### src/rtl/decode_dispatch_queue.sv
// decode_dispatch_queue
// In-order circular queue at the consumer end of the decode-mux stream.
// Each enabled decoded instruction is captured at the tail. The head entry is
// offered to the functional unit named by its funcUnitType through a per-unit
// valid/ready handshake. The mux cannot be back-pressured, so an early,
// registered stall_o goes to fetch/decode and a sticky overflow_o flags any
// dropped instruction.
// Optional build macro: DISPATCH_QUEUE_STATS_EN adds saturating 32-bit
// enqueue/dequeue/drop/stall-cycle counters.
module decode_dispatch_queue #(
   parameter int addressWidth            = 64,
   parameter int instructionCounterWidth = 64,
   parameter int instMinIdWidth          = 7,
   parameter int opcodeSize              = 12,
   parameter int PidSize                 = 20,
   parameter int TidSize                 = 16,
   parameter int regAccessPatternSize    = 2,
   parameter int funcUnitCodeSize        = 3,
   parameter int queueDepth              = 8,
   parameter int queueIdxBits            = 3,
   parameter int stallThreshold          = 2
) (
   input  logic                               clock_i,
   input  logic                               reset_i,
   input  logic                               flush_i,
   input  logic                               enable_i,
   input  logic [24:0]                        instFormat_i,
   input  logic [opcodeSize-1:0]              opcode_i,
   input  logic [addressWidth-1:0]            address_i,
   input  logic [funcUnitCodeSize-1:0]        funcUnitType_i,
   input  logic [instructionCounterWidth-1:0] majID_i,
   input  logic [instMinIdWidth-1:0]          minID_i,
   input  logic                               is64Bit_i,
   input  logic [PidSize-1:0]                 pid_i,
   input  logic [TidSize-1:0]                 tid_i,
   input  logic [regAccessPatternSize-1:0]    op1rw_i,
   input  logic [regAccessPatternSize-1:0]    op2rw_i,
   input  logic [regAccessPatternSize-1:0]    op3rw_i,
   input  logic [regAccessPatternSize-1:0]    op4rw_i,
   input  logic                               op1IsReg_i,
   input  logic                               op2IsReg_i,
   input  logic                               op3IsReg_i,
   input  logic                               op4IsReg_i,
   input  logic [83:0]                        body_i,
   input  logic [2**funcUnitCodeSize-1:0]     unitReady_i,
   output logic [2**funcUnitCodeSize-1:0]     unitValid_o,
   output logic [24:0]                        instFormat_o,
   output logic [opcodeSize-1:0]              opcode_o,
   output logic [addressWidth-1:0]            address_o,
   output logic [funcUnitCodeSize-1:0]        funcUnitType_o,
   output logic [instructionCounterWidth-1:0] majID_o,
   output logic [instMinIdWidth-1:0]          minID_o,
   output logic                               is64Bit_o,
   output logic [PidSize-1:0]                 pid_o,
   output logic [TidSize-1:0]                 tid_o,
   output logic [regAccessPatternSize-1:0]    op1rw_o,
   output logic [regAccessPatternSize-1:0]    op2rw_o,
   output logic [regAccessPatternSize-1:0]    op3rw_o,
   output logic [regAccessPatternSize-1:0]    op4rw_o,
   output logic                               op1IsReg_o,
   output logic                               op2IsReg_o,
   output logic                               op3IsReg_o,
   output logic                               op4IsReg_o,
   output logic [83:0]                        body_o,
   output logic [queueIdxBits:0]              count_o,
   output logic                               stall_o,
`ifdef DISPATCH_QUEUE_STATS_EN
   output logic [31:0]                        enqCount_o,
   output logic [31:0]                        deqCount_o,
   output logic [31:0]                        dropCount_o,
   output logic [31:0]                        stallCycles_o,
`endif
   output logic                               overflow_o
);

   localparam int ENTRY_W = 25 + opcodeSize + addressWidth + funcUnitCodeSize
                          + instructionCounterWidth + instMinIdWidth + 1
                          + PidSize + TidSize + 4 * regAccessPatternSize + 4 + 84;
   localparam logic [queueIdxBits:0] DEPTH_C = (queueIdxBits + 1)'(queueDepth);
   localparam logic [queueIdxBits:0] THR_C   = (queueIdxBits + 1)'(stallThreshold);

   logic [ENTRY_W-1:0]      mem [queueDepth];
   logic [ENTRY_W-1:0]      wr_entry;
   logic [ENTRY_W-1:0]      head_entry;
   logic [queueIdxBits-1:0] head;
   logic [queueIdxBits-1:0] tail;
   logic [queueIdxBits:0]   count;
   logic [queueIdxBits:0]   next_count;
   logic [queueIdxBits:0]   free_next;
   logic                    not_empty;
   logic                    full;
   logic                    push_req;
   logic                    push_ok;
   logic                    drop;
   logic                    pop;
   logic                    stall_next;

   // All fields travel together as one packed entry; unpack order mirrors pack order.
   assign wr_entry = {instFormat_i, opcode_i, address_i, funcUnitType_i, majID_i,
                      minID_i, is64Bit_i, pid_i, tid_i, op1rw_i, op2rw_i, op3rw_i,
                      op4rw_i, op1IsReg_i, op2IsReg_i, op3IsReg_i, op4IsReg_i, body_i};

   assign {instFormat_o, opcode_o, address_o, funcUnitType_o, majID_o,
           minID_o, is64Bit_o, pid_o, tid_o, op1rw_o, op2rw_o, op3rw_o,
           op4rw_o, op1IsReg_o, op2IsReg_o, op3IsReg_o, op4IsReg_o, body_o} = head_entry;

   assign not_empty = (count != {(queueIdxBits + 1){1'b0}});
   assign full      = (count == DEPTH_C);
   assign count_o   = count;

   // Head fields come straight from storage, forced to zero while the queue is empty.
   always_comb begin
      head_entry = {ENTRY_W{1'b0}};
      if (not_empty) begin
         head_entry = mem[head];
      end else begin
         head_entry = {ENTRY_W{1'b0}};
      end
   end

   // One-hot valid toward the head entry's unit; a flush suppresses it immediately.
   always_comb begin
      unitValid_o = {(2**funcUnitCodeSize){1'b0}};
      if (not_empty && !flush_i) begin
         unitValid_o[funcUnitType_o] = 1'b1;
      end else begin
         unitValid_o = {(2**funcUnitCodeSize){1'b0}};
      end
   end

   // Pop only the head; a stalled head blocks younger entries. Push may reuse a slot freed by a same-cycle pop.
   always_comb begin
      pop      = |(unitValid_o & unitReady_i);
      push_req = enable_i && !flush_i;
      push_ok  = push_req && (!full || pop);
      drop     = push_req && full && !pop;
   end

   // Next occupancy and the early stall it implies for the decode pipeline.
   always_comb begin
      next_count = count;
      if (flush_i) begin
         next_count = {(queueIdxBits + 1){1'b0}};
      end else if (push_ok && !pop) begin
         next_count = count + {{queueIdxBits{1'b0}}, 1'b1};
      end else if (pop && !push_ok) begin
         next_count = count - {{queueIdxBits{1'b0}}, 1'b1};
      end else begin
         next_count = count;
      end
      free_next  = DEPTH_C - next_count;
      stall_next = (free_next <= THR_C);
   end

   // Pointer, occupancy, stall and sticky overflow state.
   always_ff @(posedge clock_i) begin
      if (reset_i) begin
         head       <= {queueIdxBits{1'b0}};
         tail       <= {queueIdxBits{1'b0}};
         count      <= {(queueIdxBits + 1){1'b0}};
         stall_o    <= 1'b0;
         overflow_o <= 1'b0;
      end else if (flush_i) begin
         head       <= {queueIdxBits{1'b0}};
         tail       <= {queueIdxBits{1'b0}};
         count      <= {(queueIdxBits + 1){1'b0}};
         stall_o    <= 1'b0;
         overflow_o <= overflow_o;
      end else begin
         if (pop) begin
            head <= head + {{(queueIdxBits - 1){1'b0}}, 1'b1};
         end
         if (push_ok) begin
            tail <= tail + {{(queueIdxBits - 1){1'b0}}, 1'b1};
         end
         count      <= next_count;
         stall_o    <= stall_next;
         overflow_o <= overflow_o | drop;
      end
   end

   // Entry storage; contents need no reset because empty slots are never presented.
   always_ff @(posedge clock_i) begin
      if (!reset_i && push_ok) begin
         mem[tail] <= wr_entry;
      end
   end

`ifdef DISPATCH_QUEUE_STATS_EN
   // Increment by one, holding at all-ones.
   function automatic logic [31:0] sat_inc(input logic [31:0] value, input logic inc);
      if (inc && (value != 32'hFFFF_FFFF)) begin
         sat_inc = value + 32'd1;
      end else begin
         sat_inc = value;
      end
   endfunction

   // Saturating event counters; a flush leaves them intact.
   always_ff @(posedge clock_i) begin
      if (reset_i) begin
         enqCount_o    <= 32'd0;
         deqCount_o    <= 32'd0;
         dropCount_o   <= 32'd0;
         stallCycles_o <= 32'd0;
      end else begin
         enqCount_o    <= sat_inc(enqCount_o, push_ok);
         deqCount_o    <= sat_inc(deqCount_o, pop);
         dropCount_o   <= sat_inc(dropCount_o, drop);
         stallCycles_o <= sat_inc(stallCycles_o, stall_o);
      end
   end
`endif

endmodule

### config.mk
export PLATFORM = sky130hd
export DESIGN_NAME = decode_dispatch_queue
export DESIGN_NICKNAME = d
export VERILOG_FILES = /design/src/rtl/decode_dispatch_queue.sv
export SDC_FILE = /design/constraint.sdc
export NUM_CORES = 2
export LEC_CHECK = 0
export ABC_CLOCK_PERIOD_IN_PS = 84000
export CORE_MARGIN = 3
export CORE_UTILIZATION = 35
export CTS_CLUSTER_SIZE = 12
export DETAILED_ROUTE_END_ITERATION = 8
export SLEW_MARGIN = 5
export SYNTH_ARGS = -nofsm -noshare
export SYNTH_HDL_FRONTEND = slang
export SYNTH_SLANG_ARGS = --single-unit
### constraint.sdc
create_clock -name clock_i -period 84 [get_ports clock_i]
set_input_delay 8.4 -clock clock_i [delete_from_list [all_inputs] [get_ports clock_i]]
set_output_delay 8.4 -clock clock_i [all_outputs]
set_load 0.02 [all_outputs]
# Word-level counts from Yosys, hierarchy flattened
# Memory sizes are Yosys's and may differ from the RTL's. A register that Yosys moved wholly into a read port is not among the register bits.
# Cells that the tools add are included.
[totals]
reg_bits = 12
mem_bits_rw = 2464
inputBits = 320
output_inout_bits = 322
word_cells = 46
mem_count = 1
[mem_list]
columns = ["name", "words", "width", "rd", "rd_clocked_by_memory_dff", "wr", "line_no", "rtl"]
rows = [
  ["mem", 8, 308, 1, 1, 1, "82", "logic [ENTRY_W-1:0] mem [queueDepth];"],
]
[classes]
add_sub_neg = 5
order_cmp = 3
n_eq_ne = 1
mux = 11
bitwise = 2
n_reduce_logical = 18
[op_table]
columns = ["cell", "n"]
rows = [
  ["308-bit two-way mux", 1],
  ["4-bit two-way mux", 3],
  ["1-bit logical AND", 9],
  ["8-bit bitwise AND", 1],
  ["8-bit two-way mux", 1],
  ["8-bit OR reduction", 1],
  ["3-bit by 1-bit adder with 3-bit output, second input constant", 2],
  ["3-bit two-way mux", 2],
  ["1-bit logical NOT", 5],
  ["4-bit by 1-bit adder with 4-bit output, second input constant", 1],
  ["4-bit equality test, second input constant", 1],
  ["4-bit by 2-bit less-or-equal comparator with 1-bit output, second input constant", 1],
  ["3-bit by 4-bit < comparator with 1-bit output, second input constant", 1],
  ["4-bit nonzero test", 1],
  ["4-bit by 1-bit subtractor with 4-bit output, second input constant", 1],
  ["4-bit subtractor, first input constant", 1],
  ["1-bit demux with 3-bit select", 1],
  ["3-bit by 1-bit >= comparator with 1-bit output, second input constant", 1],
  ["1-bit two-way mux", 3],
  ["2-bit OR reduction", 1],
  ["1-bit logical OR", 1],
  ["1-bit OR", 1],
]

# Longest topological paths before layout
[logic_depth]
depth_word = 18
ltp_mapped = 18
depth_no_buf = 17

# Worst setup path after synthesis
# Ideal clock, no wire load.
[synth_timing]
path_type = "input to register"
startpoint = "input flush_i"
endpoint = "memory mem[5][0] (netlist name), enable pin"
setup_ns = 1.839
t_arrival_ns = 41.102
required_ns = 82.161
setup_slack_ns = 41.059
stages = 7
path_buffers = 0
cell_sequence = "nor2_1 > or2b_1 > nand2b_2 > o22a_2 > a31oi_1 > nand2_1 > nor4b_1"
[synth_via]
elab_chain_len = 10
elab_cells_between_ends = 11
classes_between = "mux: 3; bitwise: 1; reduce/logical: 7"
[synth_rtl]
columns = ["item", "line_no", "rtl"]
rows = [
  ["start: declaration", "25", "input logic flush_i,"],
  ["1-bit logical NOT (*)", "124, 134", ""],
  ["1-bit logical AND", "124", "if (not_empty && !flush_i) begin"],
  ["8-bit two-way mux", "124", ""],
  ["8-bit bitwise AND", "133", "pop = |(unitValid_o & unitReady_i);"],
  ["8-bit OR reduction", "133", ""],
  ["1-bit logical OR", "135", "push_ok = push_req && (!full || pop);"],
  ["1-bit logical AND (*)", "135", ""],
  ["1-bit logical AND (*)", "184", "if (!reset_i && push_ok) begin"],
  ["1-bit two-way mux (*)", "184", ""],
  ["1-bit two-way mux (implied by the code) (*)", "185", "mem[tail] <= wr_entry;"],
  ["end: declaration", "82", ""],
]
# Every way passes the cells marked *; elsewhere a longest branch is shown, timed or not.

# Worst setup path after layout
[layout_timing]
startpoint = "input flush_i"
endpoint = "output unitValid_o[5]"
[layout_via]
elab_chain_len = 3
[layout_rtl]
columns = ["item", "line_no", "rtl"]
rows = [
  ["1-bit logical NOT", "124", ""],
  ["1-bit logical AND", "124", ""],
  ["8-bit two-way mux", "124", ""],
  ["end: declaration", "46", "output logic [2**funcUnitCodeSize-1:0] unitValid_o,"],
]
# Every way passes these cells.

==> results.yml <==
route:
  drt-vias-per-instance: 5.033
  wl_um: 222200
  vias: 43120
  wire_per_inst_um: 25.93
  drtAntennaViolNets: 0
  drcViolationCount: 0
  drt_iter0_drc: 3465
  drtPass1Iterations: 7
cts:
  insertion_delay_ns: 0.84
  cts_tree: "done"
  hold_buffers: 0
  ctsHtreeMaxLevel: 5
  cts_made_buffers: 278
  clock-sinks: 2479
  clockRootBuffer: "clkbuf_16"
  cts_setup_buffers: 0
  post_cts_resized: 0
  cts.path.max_buffers: 4
  clkSlewWorstSetupHoldPaths_ns: 0.06
power_and_ir_drop:
  intPower_uw: 2053
  pwr-share-clk: 0.427
  power_switching_uw: 538.2
  pwr-share-comb: 0.045
  switching_share: 0.2077
  seqPwrFrac: 0.528
  p_per_area_nw_per_um2: 22.92
  p_leak_uw: 0.03350
  irDropWorstVdd_v: 0.00001719
synthesis:
  synth_async_sr_flop_share: 0
  ys_ff_latch: 2479
  syn_avg_cell_area_um2: 23.33
  synth.most_common_cell: "edfxtp_1"
  synth.area.top_cells: "edfxtp_1 79%, mux4_2 15%, mux2i_1 3.4%, nor2_1 1.3%, buf_1 0.49%"
  syn_area_um2: 93950
  synth-edff-count: 2464
  ys_seq_area_frac: 0.7908
  synth_warnings: 0
  yosysTopAreaCell: "edfxtp_1"
  synthDominantCellAreaShare: 0.7876
  syn_nets: 4353
  synthFlopType: "edfxtp_1"
  yosys-top-cells-count: "2464 x edfxtp_1, 615 x mux4_2, 324 x nor2_1"
  synth.distinct_cells: 44
  syn_inst: 4027
cells_and_area:
  area_growth_pct: 20.35
  drive_gt1_frac: 0.2116
  fill_cells: 22800
  fin_nets: 5142
  multi_input_area_um2: 18890
  utilization: 0.4250
  layout.area.seq_um2: 74300
floorplanning:
  ios: 642
  core_area_um2: 266000
  initial_core_util: 0.3531
  die_height_um: 524.1
  rows: 189
  dieArea_um2: 274700
  dieWidth_um: 524.1
critical_path:
  required_ns: 75.60
  r2r-end: "mem[1][191]"
  worst-setup-path-type: "input pin to output pin"
  critical_path.startpoint: "flush_i"
  cp_max_fo: 7
  crit_path_end_kind: "output pin"
  startpoint_type: "input pin"
  cp.arrival_ns: 10.52
  worstRegToRegCells: 13
  cp-endpoint: "unitValid_o[5]"
  ff2ff_setup_slack_ns: 75.78
sta:
  maxSlewHeadroom: 0.2648
  setup_tns_ns: 0
  finalCriticalPeriod_ns: 18.92
  setup_viol: 0
  tightest_slew_ns: 1.103
  finClkSkew_ns: 0.05397
  slew_violations: 0
  finalHoldViolCount: 0
  fin_crit_sh: 0.2253
  layout_setup_ws_ns: 65.08
  rsz0062_at_grt: "false"
  max_freq_mhz: 52.85
placement:
  gp_congestion: 0.7260
  pre_cts_slack_ns: 65.05
  port_buffers: 641
  dp_hpwl_um: 121800
run:
  drv_cap: 0
global_route:
  antenna_found_initial: 57
  grt_pass1_wl_um: 322100
  grt.total_usage: 0.1591
  overflow: 0
  grt_max_degree: 129
  grt_pass1_vias: 45570
min_path:
  hold_path_startpoint: "overflow_o"
  hp-class: "flop to flop"
status:
  outcome: "finished, final reports clean"
routing by layer:
layer	GRT usage	part of all wire	vias to the layer above
li1	-	-	18520
met1	0.2087	0.41	23020
met2	0.2567	0.48	1179
met3	0.05288	0.083	339
met4	0.03842	0.022	54
met5	0	0.0016	-
power by group through the flow:
stage / Clock [uW] / Combinational [uW] / Sequential [uW]
6_report: 1110 / 116 / 1370
5_1_grt: 1190 / 125 / 1370
4_1_cts: 1140 / 119 / 1370
3_5_place_dp: 0 / 118 / 1390
3_3_place_gp: 0 / 116 / 1390
2_1_floorplan: 0 / 48.8 / 1400
stage by stage:
step	power (uW)	std cells	hold slack [ns]	area, um^2
2_1_floorplan	1448	4027	0.4847	93950
3_3_place_gp	1509	8069	0.4755	104800
3_5_place_dp	1512	8069	0.4742	104800
4_1_cts	2627	8537	0.4892	113000
5_1_grt	2685	8544	0.5083	113000
6_report	2591	8567	0.4797	113100
cell usage in the layout, fill, tap and decap left out, drive strengths merged, types with 6 or more instances in the layout:
cell,count
nor2,324
ha,6
clkdlybuf4s50,641
buf,78
mux4,615
nand2,12
bufinv,6
diode,30
edfxtp,2464
mux2i,319
clkbuf,355
inv,16
clkinv,95
nand2b,6
dfxtp,15
final cells by class:
cell class / instances / area share
clock inverters: 113 / 0.007436
flip-flops and latches: 2479 / 0.6572
repair buffers: 719 / 0.06337
clock buffers: 355 / 0.06501
diodes: 30 / 0.0006640
multi-input cells: 1332 / 0.1671
inverters: 6 / 0.0001992
well taps: 3533 / 0.03910
critical path, cell delays in order:
cell             delay (ns)
clkdlybuf4s50_1        0.49
nor2_1                 0.14
buf_4                  0.23
or2b_1                 0.28
nand2b_2               0.21
nor2_1                 0.12
clkdlybuf4s50_1        0.62
worst min path at each step:
stage | cells after the start | slack, ns | end
2_1_floorplan | 2 | 0.48 | flop
6_report | 2 | 0.48 | overflow_o
5_1_grt | 2 | 0.51 | overflow_o
4_1_cts | 2 | 0.49 | overflow_o
3_5_place_dp | 2 | 0.47 | overflow_o
3_3_place_gp | 2 | 0.48 | overflow_o
state kept, by name, indices dropped and copies added (netlist names), named ones only:
name,flops
mem,2464
overflow_o,1
count_o,4
stall_o,1
head,3
tail,3
kinds of logic (layout without fill, tap and decap cells):
family,count (synthesis),in the layout,synth area share
flops,2479,2479,0.7908
mux,937,937,0.1819
simple gates,372,372,0.01626
buf+inv,216,1193,0.008883
compound gates,11,11,0.0008390
fa+ha+maj,6,6,0.0007990
xor+xnor,6,6,0.0005594
other cells,0,30,0
Power figures use the tool's default switching activity.
